<file path="src/rtl/pressure_limit_bank.sv">
// Bank of debounced operator-key channels, each producing a registered WITHIN/BEYOND
// pressure-limit flag with toggle/level modes, per-channel clear and optional auto-return.
module pressure_limit_bank #(
  parameter int unsigned CHANNELS = 2,
  parameter int unsigned DEBOUNCE = 4,
  parameter int unsigned HOLD     = 0,
  parameter int unsigned CNT_W    = 16
) (
  input  logic                clk,
  input  logic                reset,
  input  logic [CHANNELS-1:0] key,
  input  logic                mode,
  input  logic [CHANNELS-1:0] clear,
  output logic [CHANNELS-1:0] limit,
  output logic [CHANNELS-1:0] limit_event,
  output logic [CHANNELS-1:0] timeout,
  output logic                any_limit
);

  localparam int unsigned      DW    = (DEBOUNCE > 1) ? $clog2(DEBOUNCE) : 1;
  localparam logic [DW-1:0]    DLAST = DW'(DEBOUNCE - 1);
  localparam logic [CNT_W-1:0] HLAST = CNT_W'((HOLD == 0) ? 0 : HOLD - 1);
  localparam bit               HOLD_EN = (HOLD != 0);

  typedef enum logic {
    WITHIN = 1'b0,
    BEYOND = 1'b1
  } state_t;

  for (genvar i = 0; i < CHANNELS; i++) begin : g_ch
    state_t           state_q, state_nx;
    logic [DW-1:0]    dcnt_q, dcnt_nx;
    logic [CNT_W-1:0] hcnt_q, hcnt_nx;
    logic             filt_q, filt_nx, filt_prev_q;
    logic             block_q, block_nx;
    logic             evt_q, evt_nx;
    logic             tmo_q, tmo_nx;
    logic             press, expire;

    // Debounce, press detection and limit next-state.
    always_comb begin
      dcnt_nx  = '0;
      filt_nx  = filt_q;
      state_nx = state_q;
      hcnt_nx  = '0;
      tmo_nx   = 1'b0;
      // A level-mode re-entry after auto-return waits for the filtered key to drop.
      block_nx = block_q & filt_q;
      press    = filt_q & ~filt_prev_q;
      expire   = HOLD_EN && (state_q == BEYOND) && (hcnt_q == HLAST);

      if (key[i] != filt_q) begin
        if (dcnt_q == DLAST) filt_nx = key[i];
        else                 dcnt_nx = dcnt_q + DW'(1);
      end

      if (clear[i]) begin
        state_nx = WITHIN;
      end else if (expire) begin
        state_nx = WITHIN;
        tmo_nx   = 1'b1;
        block_nx = 1'b1;
      end else if (mode) begin
        state_nx = (filt_q && !block_q) ? BEYOND : WITHIN;
      end else if (press) begin
        state_nx = (state_q == BEYOND) ? WITHIN : BEYOND;
      end

      if (HOLD_EN && state_q == BEYOND && state_nx == BEYOND) hcnt_nx = hcnt_q + CNT_W'(1);
      evt_nx = (state_nx != state_q);
    end

    always_ff @(posedge clk) begin
      if (reset) begin
        state_q     <= WITHIN;
        dcnt_q      <= '0;
        hcnt_q      <= '0;
        filt_q      <= 1'b0;
        filt_prev_q <= 1'b0;
        block_q     <= 1'b0;
        evt_q       <= 1'b0;
        tmo_q       <= 1'b0;
      end else begin
        state_q     <= state_nx;
        dcnt_q      <= dcnt_nx;
        hcnt_q      <= hcnt_nx;
        filt_q      <= filt_nx;
        filt_prev_q <= filt_q;
        block_q     <= block_nx;
        evt_q       <= evt_nx;
        tmo_q       <= tmo_nx;
      end
    end

    assign limit[i]       = (state_q == BEYOND);
    assign limit_event[i] = evt_q;
    assign timeout[i]     = tmo_q;
  end

  assign any_limit = |limit;

endmodule

</file>
<file path="config.mk">
export PLATFORM = sky130hd
export DESIGN_NAME = pressure_limit_bank
export DESIGN_NICKNAME = d
export VERILOG_FILES = /design/src/rtl/pressure_limit_bank.sv
export SDC_FILE = /design/constraint.sdc
export NUM_CORES = 1
export LEC_CHECK = 0
export BUFFER_PORTS_ARGS = -buffer_cell sky130_fd_sc_hd__buf_2
export CORE_ASPECT_RATIO = 0.7
export CORE_MARGIN = 2
export CORE_UTILIZATION = 30
export CTS_CLUSTER_DIAMETER = 40
export DETAILED_ROUTE_END_ITERATION = 8
export SYNTH_ARGS = -nofsm -noshare
export SYNTH_HDL_FRONTEND = slang
export SYNTH_SLANG_ARGS = --single-unit
</file>
<file path="constraint.sdc">
create_clock -name clk -period 1.1 [get_ports clk]
set_input_delay 0.33 -clock clk [delete_from_list [all_inputs] [get_ports clk]]
set_output_delay 0.33 -clock clk [all_outputs]
set_load 0.02 [all_outputs]
</file>
==> After elaboration in Yosys (flattened, before gate mapping) <==
Index checks and enable logic that the tools add are counted.
{ "classes": {"reduce_logical": 9, "n_mux": 10, "eq_ne": 6, "bitwise": 8, "add_sub_neg": 2} }
{ "ops": {"columns": ["op", "n"], "rows": [
  ["$mux 1", 10],
  ["$reduce_or 3->1", 2],
  ["$add 2x1->2 const B", 2],
  ["$and 1x1->1", 4],
  ["$eq 2x2->1 const B", 2],
  ["$ne 1x1->1", 4],
  ["$not 1->1", 4],
  ["$reduce_and 2->1", 2],
  ["$logic_and 1x1->1", 2],
  ["$logic_not 1->1", 2],
  ["$reduce_or 2->1", 1]
]} }
{ "word_totals": {"out_inout_bits": 7, "reg_bits": 14, "wordCells": 47, "inputBits": 7} }

==> Logic depth before layout (Yosys ltp) <==
Gate-level depths: netlist (run 1).
{ "depth": {"ltp_word": 6, "ltp_mapped": 4, "ltp_nobuf": 3} }

==> Worst setup path before layout (run 1) <==
No wires, ideal clock.
{ "synth_timing": {"kind": "input -> register", "start": "input port mode", "end": "register g_ch[0].evt_q", "n_path_buf": 1, "t_required_ps": 965, "t_arrival_ps": 879, "path_slack_ps": 86, "cell_stages": 3, "cell_sequence": "buf_4 > o311ai_0 > o41ai_1"} }
{ "synth_via": {"elab_chain_len": 3} }
{ "synth_rtl": {"columns": ["element", "line", "source"], "rows": [
  ["start, declared", "12", "input logic mode,"],
  ["$mux 1", "63", "end else if (mode) begin"],
  ["$mux 1", "57", "if (clear[i]) begin"],
  ["$ne 1x1->1", "70", "evt_nx = (state_nx != state_q);"],
  ["end signal, assigned", "90", "evt_q <= evt_nx;"],
  ["end, declared", "36", "logic evt_q, evt_nx;"]
]} }
No other way between the ends.
A chain may end at the register's enable or synchronous reset.

==> Worst setup path in the final report (run 1) <==
{ "layout_timing": {"start": "register g_ch[1].state_q", "end": "output port any_limit"} }
{ "layout_via": {"elab_chain_len": 1} }
{ "layout_rtl": {"columns": ["element", "line", "source"], "rows": [
  ["start, declared", "31", "state_t state_q, state_nx;"],
  ["start signal, assigned", "84", "state_q <= state_nx;"],
  ["$reduce_or 2->1", "100", "assign any_limit = |limit;"],
  ["end, declared", "17", "output logic any_limit"]
]} }
No other way between the ends.

==> results.json, run 1 <==
{
  "antenna_found_initial": 0,
  "hp-class": "input pin to flop",
  "clkPwrFrac_pct": 38.2,
  "grt_setup_unrepaired": "true",
  "numPortBuffers": 11,
  "fin_worst_skew_ns": 0.000281,
  "final_area_um2": 830,
  "layout-area-overhead-vs-synth_pct": 26.0,
  "cts-root-buf": "clkbuf_4",
  "r2r_slack_ns": 0.05,
  "period_minus_slack_ns": 1.29,
  "drc_errors": 0,
  "slowest_stage": "dfxtp_1",
  "rows": 14,
  "firstDrtPassIters": 3,
  "avgSynthCellArea_um2": 9.68,
  "critical_path.endpoint_type": "primary output",
  "tns_ns": -0.372,
  "switching_share_pct": 22.1,
  "critical_path.top_delay_family": "flip-flops",
  "fin_util_pct": 39.1,
  "power_density_nw_per_um2": 1160,
  "internal-power_mw": 0.750,
  "ys_ff_latch": 14,
  "clk_latency_ns": 0.28,
  "power.switching_mw": 0.212,
  "cap_violations": 0,
  "vias": 475,
  "core_um2": 2120,
  "ys_seq_area_share_pct": 42.6,
  "vias_per_cell": 4.24,
  "p_leak_nw": 0.330,
  "post_drt_wl_per_cell_um": 9.30,
  "slew_violations": 0,
  "netlist_instances": 68,
  "power_frac_seq_pct": 54.1,
  "layout-drive-gt1-share_pct": 41.3,
  "max_freq_ghz": 0.775,
  "grt_pass1_wl_mm": 1.65,
  "htree_levels": 1,
  "numCtsBuffers": 3,
  "die_h_um": 43.2,
  "worst_slack_ns": -0.190,
  "placed_area_um2": 723,
  "grt_max_degree": 12,
  "violations": "setup timing",
  "crit_required_ns": 0.77,
  "crit_buf_inv": 1,
  "cts_tree": "done",
  "pin_count": 14,
  "drt_iter0_markers": 3,
  "grt_usage_pct": 8.86,
  "hold_violations": 0,
  "setup_violations": 3,
  "yosys_warnings": 0,
  "initial_core_util_pct": 31.1,
  "pwr-share-comb_pct": 7.7,
  "place_hpwl_um": 777,
  "die_area_um2": 2590,
  "status": "finished, violations left",
  "grt_pass1_vias": 386,
  "path_max_fanout": 2,
  "nets": 90,
  "path_class": "flop to primary output",
  "vdd_drop_max_mv": 0.748,
  "die_w_um": 60.0,
  "place_congestion": 0.664,
  "synth_cell_types": 26,
  "post-route-period-util_pct": 117,
  "cpPeakStageDelay_ns": 0.32,
  "clk_pin_slew_ns": 0.08,
  "cts_buffer_depth": 2,
  "grt_remaining_overflow": 0,
  "critical_path.cell_chain": "or2_4 -> buf_6",
  "num_antenna_cells": 0,
  "crit_arrival_ns": 0.96,
  "wirelength_mm": 1.04,
  "netlist_area_um2": 658,
  "cts_sinks": 14,
  "critPathLaunchType": "flop",
  "ant_nets": 0
}
==> registers in the layout (all words and copies together) (netlist names) <==
signal and count:
g_ch.filt_prev_q 2, g_ch.block_q 2, g_ch.evt_q 2, g_ch.dcnt_q 4, g_ch.filt_q 2, g_ch.state_q 2
==> worst reg2reg max path, cell delays in order, from the launching register on <==
cell     delay, ns
dfxtp_2       0.33
ha_2          0.19
or3_4         0.39
nor2_2        0.08
==> final cells by class <==
class	count	area (um^2)
clock buffer	4	36.3
fill	221	1290
inverter	3	11.3
multi-input combinational	44	344
sequential	14	285
tap	32	40.0
timing repair buffer	15	113
==> routing by layer <==
layer	GRT usage (%)	up-vias	routed length [um]
met5	0	-	0
met2	12.0	16	421
met4	1.33	0	0
met3	6.40	0	75
met1	11.6	213	545
li1	-	246	-
==> placed cells by master, fill, tap and decap left out, types with 3 or more instances in the layout <==
master     n
buf_2      6
buf_4      5
buf_6      4
clkbuf_4   3
dfxtp_1   10
dfxtp_2    4
inv_1      3
mux2i_1    4
nor2_1     6
nor2b_1    4
==> kinds of logic after synthesis <==
family          Yosys count  synth area share [%]
flops                    14                  42.6
simple gates             26                  24.0
xor+xnor                  2                  2.66
other cells               1                 0.570
compound gates            8                  10.1
mux                       4                  6.08
buf+inv                  11                  10.3
fa+ha+maj                 2                  3.80
==> per-stage QoR <==
stage          instances  hold slack [ns]  power (mW)  setup WS (ns)
2_1_floorplan         69            0.397       0.579         0.0856
3_3_place_gp         107            0.407       0.596         0.0141
3_5_place_dp         107            0.416       0.597        0.00439
4_1_cts              112            0.241       0.975         -0.206
5_1_grt              112            0.248        1.01         -0.227
6_report             112            0.265       0.962         -0.190
==> cell usage after synthesis <==
cell	instances	area, um^2
mux2i_1	4	40.0
nor3_1	1	5.00
and2_1	2	12.5
xnor2_1	2	17.5
or2_2	1	6.26
a21bo_2	1	10.0
o2bb2ai_1	1	8.76
conb_1	1	3.75
a211oi_1	2	15.0
or3_1	2	12.5
nand3b_1	2	15.0
o41ai_1	1	8.76
o31ai_1	1	7.51
a21boi_0	1	7.51
and2b_1	1	7.51
ha_1	2	25.0
nor2_1	8	30.0
and2b_2	1	8.76
o311ai_0	1	8.76
dfxtp_1	14	280
buf_4	7	52.6
nand4bb_1	2	22.5
nor2b_1	5	31.3
inv_1	3	11.3
clkbuf_1	1	3.75
nand2b_1	1	6.26
==> worst paths after layout <==
path	depth (start not counted)	from	to
worst max-delay path	2	g_ch[1].state_q$_SDFF_PP0_	any_limit
worst min register to register	1	g_ch[0].dcnt_q[0]$_SDFF_PP0_	g_ch[0].dcnt_q[0]$_SDFF_PP0_
worst min-delay path	2	clear[1]	g_ch[1].state_q$_SDFF_PP0_
worst max register to register	3	g_ch[0].dcnt_q[0]$_SDFF_PP0_	g_ch[0].dcnt_q[0]$_SDFF_PP0_
==> timing repair <==
| action | in CTS | in global routing |
|---|---|---|
| cloned | 0 | 0 |
| setup endpoints to repair | 4 | 12 |
| pin swaps | 1 | 1 |
| hold buffers | 0 | 0 |
| buffers inserted | 1 | 0 |
| resized for setup | 9 | 14 |
==> power by group through the flow <==
stage | Sequential (mW) | Combinational (mW) | Clock, mW
4_1_cts | 0.520 | 0.0694 | 0.386
3_5_place_dp | 0.531 | 0.0661 | 0
3_3_place_gp | 0.531 | 0.0645 | 0
6_report | 0.520 | 0.0743 | 0.367
2_1_floorplan | 0.531 | 0.0487 | 0
5_1_grt | 0.522 | 0.0839 | 0.407
No activity file was read; power rests on OpenSTA's default activity.
==> run 2: changes to the inputs <==
clock period = 1.6 ns   (was 1.1 ns; I/O delays follow)
==> results.json, run 2 (synthesis results as in run 1) <==
{
  "drc_errors": 0,
  "rows": 14,
  "vdd_drop_max_mv": 0.668,
  "initial_core_util_pct": 31.1,
  "p_leak_nw": 0.316,
  "drt_iter0_markers": 2,
  "wirelength_mm": 1.05,
  "firstDrtPassIters": 3,
  "path_max_fanout": 3,
  "grt_pass1_vias": 402,
  "clk_pin_slew_ns": 0.09,
  "vias_per_cell": 4.26,
  "setup_violations": 0,
  "worstReg2RegStart": "g_ch[0].filt_q$_SDFFE_PP0P_",
  "multiInputGateArea_um2": 314,
  "clk_latency_ns": 0.28,
  "switching_share_pct": 21.9,
  "place_congestion": 0.717,
  "r2r.worst_path.cells": 3,
  "cp.depth": 2,
  "cpPeakStageDelay_ns": 0.35,
  "die_area_um2": 2590,
  "min_from": "clear[0]",
  "p_total_mw": 0.650,
  "critical_path.endpoint_type": "primary output",
  "layout-drive-gt1-share_pct": 27.3,
  "largest_register_ff_count": 4,
  "place_hpwl_um": 765,
  "cts-root-buf": "clkbuf_4",
  "mostFrequentLayoutCell": "dfxtp_1",
  "worstSetupStartpoint": "g_ch[0].state_q$_SDFF_PP0_",
  "hp-class": "input pin to flop",
  "layout-area-overhead-vs-synth_pct": 14.3,
  "grt_setup_unrepaired": "false",
  "clkPwrFrac_pct": 38.7,
  "pin_count": 14,
  "critical_path.top_delay_family": "flip-flops",
  "antenna_found_initial": 0,
  "critical_path.cell_chain": "or2_2 -> buf_4",
  "crit_required_ns": 1.12,
  "grt_pass1_wl_mm": 1.70,
  "cts_buffer_depth": 2,
  "post-route-period-util_pct": 96.7,
  "period_minus_slack_ns": 1.55,
  "core_um2": 2120,
  "hold_violations": 0,
  "power_frac_seq_pct": 54.7,
  "nFillCells": 225,
  "slew_violations": 0,
  "numPortBuffers": 11,
  "die_h_um": 43.2,
  "die_w_um": 60.0,
  "htree_levels": 1,
  "vias": 464,
  "critPathLaunchType": "flop",
  "cap_violations": 0,
  "fin_util_pct": 35.5,
  "grt_max_degree": 13,
  "num_antenna_cells": 0,
  "path_class": "flop to primary output",
  "post_drt_wl_per_cell_um": 9.67,
  "cts_sinks": 14,
  "power.switching_mw": 0.142,
  "internal-power_mw": 0.508,
  "grt_remaining_overflow": 0,
  "tns_ns": 0,
  "status": "finished, final reports clean",
  "numCtsBuffers": 3,
  "crit_buf_inv": 1,
  "mostFrequentLayoutCells": "12 x dfxtp_1, 10 x buf_2, 8 x nor2_1",
  "pwr-share-comb_pct": 6.5,
  "hold_depth": 2,
  "ant_nets": 0,
  "fin_worst_skew_ns": 0.00530,
  "nets": 87,
  "grt_usage_pct": 9.30,
  "largest-register": "g_ch.dcnt_q",
  "crit_arrival_ns": 1.07,
  "cts_hold_buf": 0,
  "slowest_stage": "dfxtp_4",
  "seqCellArea_um2": 285,
  "cts_tree": "done",
  "power_density_nw_per_um2": 864,
  "max_freq_ghz": 0.647
}
[run 2: changes by cell type in the layout (fill, tap and decap cells not counted), sizes merged]
cell	change
buf	-3
[run 2: what timing repair did]
item,in CTS,in global routing
setup endpoints to repair,0,1
resized for setup,0,4
setup buffers,0,1
[run 2: area by class of cell]
cell class              instances  area share, %
clock buffers                   4           4.83
inverters                       3           1.50
multi-input cells              44           41.8
flip-flops and latches         14           37.9
well taps                      32           5.32
repair buffers                 12           8.65
[run 2: path summary, 6_finish.rpt]
kind,to,slack (ns)
max,any_limit,0.05
min,g_ch[0].state_q$_SDFF_PP0_,0.41
max reg2reg,g_ch[0].evt_q$_SDFF_PP0_,0.48
min reg2reg,g_ch[0].dcnt_q[0]$_SDFF_PP0_,0.42
[run 2: power by group through the flow]
stage,Combinational (mW),Sequential [mW],Clock [mW]
3_5_place_dp,0.0420,0.366,0
4_1_cts,0.0426,0.357,0.265
3_3_place_gp,0.0412,0.365,0
5_1_grt,0.0479,0.356,0.282
6_report,0.0425,0.356,0.252
2_1_floorplan,0.0335,0.365,0
[run 2: metrics by stage]
| step | worst slack [ns] | instance area, um^2 | hold WS (ns) | instances |
|---|---|---|---|---|
| after floorplan | 0.436 | 662 | 0.397 | 69 |
| after global placement | 0.342 | 701 | 0.406 | 104 |
| after detailed placement | 0.320 | 701 | 0.416 | 104 |
| after CTS | 0.00153 | 737 | 0.396 | 108 |
| after global routing | 0.0107 | 752 | 0.400 | 109 |
| final | 0.0534 | 752 | 0.407 | 109 |
[run 2: metal layers]
layer	global-route usage [%]	vias up	share of wire, %
li1	-	242	-
met1	10.6	208	53
met2	14.3	12	40
met3	5.79	2	5.6
met4	2.67	0	1.1
met5	0	-	0
==> run 3: changes to the inputs <==
ABC_AREA = 1   (was not set)
==> results.json, run 3 <==
{
  "status": "finished, final reports clean",
  "period_minus_slack_ns": 1.44,
  "yosysMostFrequentCell": "dfxtp_1",
  "ant_nets": 0,
  "drc_errors": 0,
  "mostFrequentLayoutCell": "dfxtp_1",
  "synth-edff-count": 0,
  "path_class": "flop to primary output",
  "netlist_area_um2": 608,
  "synth_cell_types": 15,
  "layout-drive-gt1-share_pct": 21.3,
  "tns_ns": 0,
  "num_antenna_cells": 0,
  "cp.depth": 3,
  "cts_tree": "done",
  "crit_arrival_ns": 0.96,
  "drt_iter0_markers": 7,
  "largest_register_ff_count": 4,
  "slowest_stage": "dfxtp_1",
  "grt_pass1_wl_mm": 1.76,
  "yosysTopAreaCell": "dfxtp_1",
  "place_congestion": 0.831,
  "yosys_warnings": 0,
  "wl_met3_um": 89,
  "synth_common_cells": "14 x dfxtp_1, 13 x inv_1, 13 x nand2_1",
  "avgSynthCellArea_um2": 7.60,
  "layout-area-overhead-vs-synth_pct": 10.5,
  "wl_met2_um": 382,
  "r2r.worst_path.cells": 5,
  "pin_count": 14,
  "r2r_end": "g_ch[1].evt_q$_SDFF_PP0_",
  "fin_worst_skew_ns": 0.00436,
  "numPortBuffers": 11,
  "clk_pin_slew_ns": 0.08,
  "rows": 13,
  "post_drt_wl_per_cell_um": 9.15,
  "post-cts-setup-buffer-count": 0,
  "yosys-top-cells-area": "dfxtp_1 46%, inv_1 8.0%, nand2_1 8.0%",
  "critical_path.endpoint_type": "primary output",
  "grt_setup_unrepaired": "false",
  "r2r_slack_ns": 0.54,
  "synthArstFlopShare_pct": 0,
  "cpPeakStageDelay_ns": 0.40,
  "largest-register": "g_ch.dcnt_q",
  "die_w_um": 57.8,
  "die_area_um2": 2410,
  "firstDrtPassIters": 4,
  "vias_per_cell": 4.40,
  "vias": 488,
  "clk_latency_ns": 0.27,
  "die_h_um": 41.7,
  "critical_path.cell_chain": "inv_1 -> nand2_1 -> buf_2",
  "hold_depth": 1,
  "ys_seq_area_share_pct": 46.1,
  "slew_violations": 0,
  "setup_violations": 0,
  "place_hpwl_um": 806,
  "critPathLaunchType": "flop",
  "hp-class": "flop to flop",
  "core_um2": 1890,
  "path_max_fanout": 5,
  "worstSetupStartpoint": "g_ch[1].state_q$_SDFF_PP0_",
  "hold_violations": 0,
  "post-route-period-util_pct": 90.0,
  "initial_core_util_pct": 32.2,
  "cts_buffer_depth": 2,
  "synth_top_area_share_pct": 46.1,
  "post-place-cells": 108,
  "grt_usage_pct": 9.94,
  "cts_sinks": 14,
  "instances_no_fill": 111,
  "max_freq_ghz": 0.694,
  "mostFrequentLayoutCells": "14 x dfxtp_1, 13 x inv_1, 13 x nand2_1",
  "antenna_found_initial": 0,
  "cts-root-buf": "clkbuf_4",
  "wl_met1_um": 543,
  "htree_levels": 1,
  "wirelength_mm": 1.02,
  "numCtsBuffers": 3,
  "ys_ff_latch": 14,
  "nets": 100,
  "grt_max_degree": 8,
  "crit_end": "any_limit",
  "vdd_drop_max_mv": 0.518,
  "cts_hold_buf": 0,
  "cap_violations": 0,
  "p_leak_nw": 0.313,
  "top_layer": "met3",
  "synthFlopType": "dfxtp_1",
  "cts.repair.resized": 0,
  "netlist_instances": 80,
  "grt_remaining_overflow": 0,
  "crit_required_ns": 1.12,
  "grt_pass1_vias": 437,
  "crit_buf_inv": 2,
  "power_density_nw_per_um2": 918,
  "worstReg2RegStart": "g_ch[1].filt_q$_SDFFE_PP0P_",
  "critical_path.top_delay_family": "flip-flops"
}
run 3: worst reg2reg max path, stage by stage, from the launching register on:
cell and delay [ns]:
dfxtp_1 0.46, nand2_1 0.13, a21oi_2 0.18, nand3_1 0.10, nand2_1 0.06, nor2_1 0.03
run 3: kinds of logic (layout without fill, tap and decap cells):
logic type	count (synthesis)	count (layout)	share of synthesized area, %
adders and majority gates	2	2	4.11
DFF	14	14	46.1
and+or+nand+nor	31	31	21.2
AOI/OAI and AO/OA	12	12	11.9
buffers and inverters	20	28	16.0
other	1	2	0.617
run 3: worst min-delay path by stage:
stage / startpoint / to / slack (ns)
global placement: g_ch[1].dcnt_q[0]$_SDFF_PP0_ / g_ch[1].dcnt_q[0]$_SDFF_PP0_ / 0.41
floorplan: g_ch[0].dcnt_q[0]$_SDFF_PP0_ / g_ch[0].dcnt_q[0]$_SDFF_PP0_ / 0.40
finish: g_ch[0].dcnt_q[0]$_SDFF_PP0_ / g_ch[0].dcnt_q[0]$_SDFF_PP0_ / 0.42
CTS: g_ch[0].dcnt_q[0]$_SDFF_PP0_ / g_ch[0].dcnt_q[0]$_SDFF_PP0_ / 0.42
detailed placement: g_ch[1].dcnt_q[0]$_SDFF_PP0_ / g_ch[1].dcnt_q[0]$_SDFF_PP0_ / 0.41
global route: clear[0] / g_ch[0].state_q$_SDFF_PP0_ / 0.45
run 3: cell type report:
| type | instances | area, um^2 |
|---|---|---|
| Timing Repair Buffer | 11 | 55.1 |
| Multi-Input combinational cell | 47 | 234 |
| Clock buffer | 3 | 22.5 |
| Sequential cell | 14 | 280 |
| Fill cell | 203 | 1210 |
| Inverter | 14 | 52.6 |
| Tap cell | 22 | 27.5 |
run 3: power breakdown:
part	switching, mW	internal, mW	leakage, nW
combinational	0.0419	0.0233	0.185
clock	0.100	0.0869	0.0138
sequential	0.00580	0.359	0.114
total	0.148	0.469	0.313
run 3: per-stage QoR:
stage / total power, mW / setup WS [ns] / utilization (%) / instance area [um^2] / hold WS [ns]
after CTS: 0.632 / 0.157 / 35.6 / 672 / 0.422
after global placement: 0.436 / 0.494 / 34.4 / 649 / 0.410
after floorplan: 0.423 / 0.545 / - / 612 / 0.399
after detailed placement: 0.438 / 0.469 / 34.4 / 649 / 0.410
final: 0.617 / 0.160 / 35.6 / 672 / 0.420
after global routing: 0.665 / 0.0811 / 35.6 / 672 / 0.450
run 3: per-layer routing:
metal / vias up / track usage [%]
met4: 0 / 1.86
met5: - / 0
met3: 0 / 6.85
met1: 211 / 12.5
li1: 260 / -
met2: 17 / 14.1
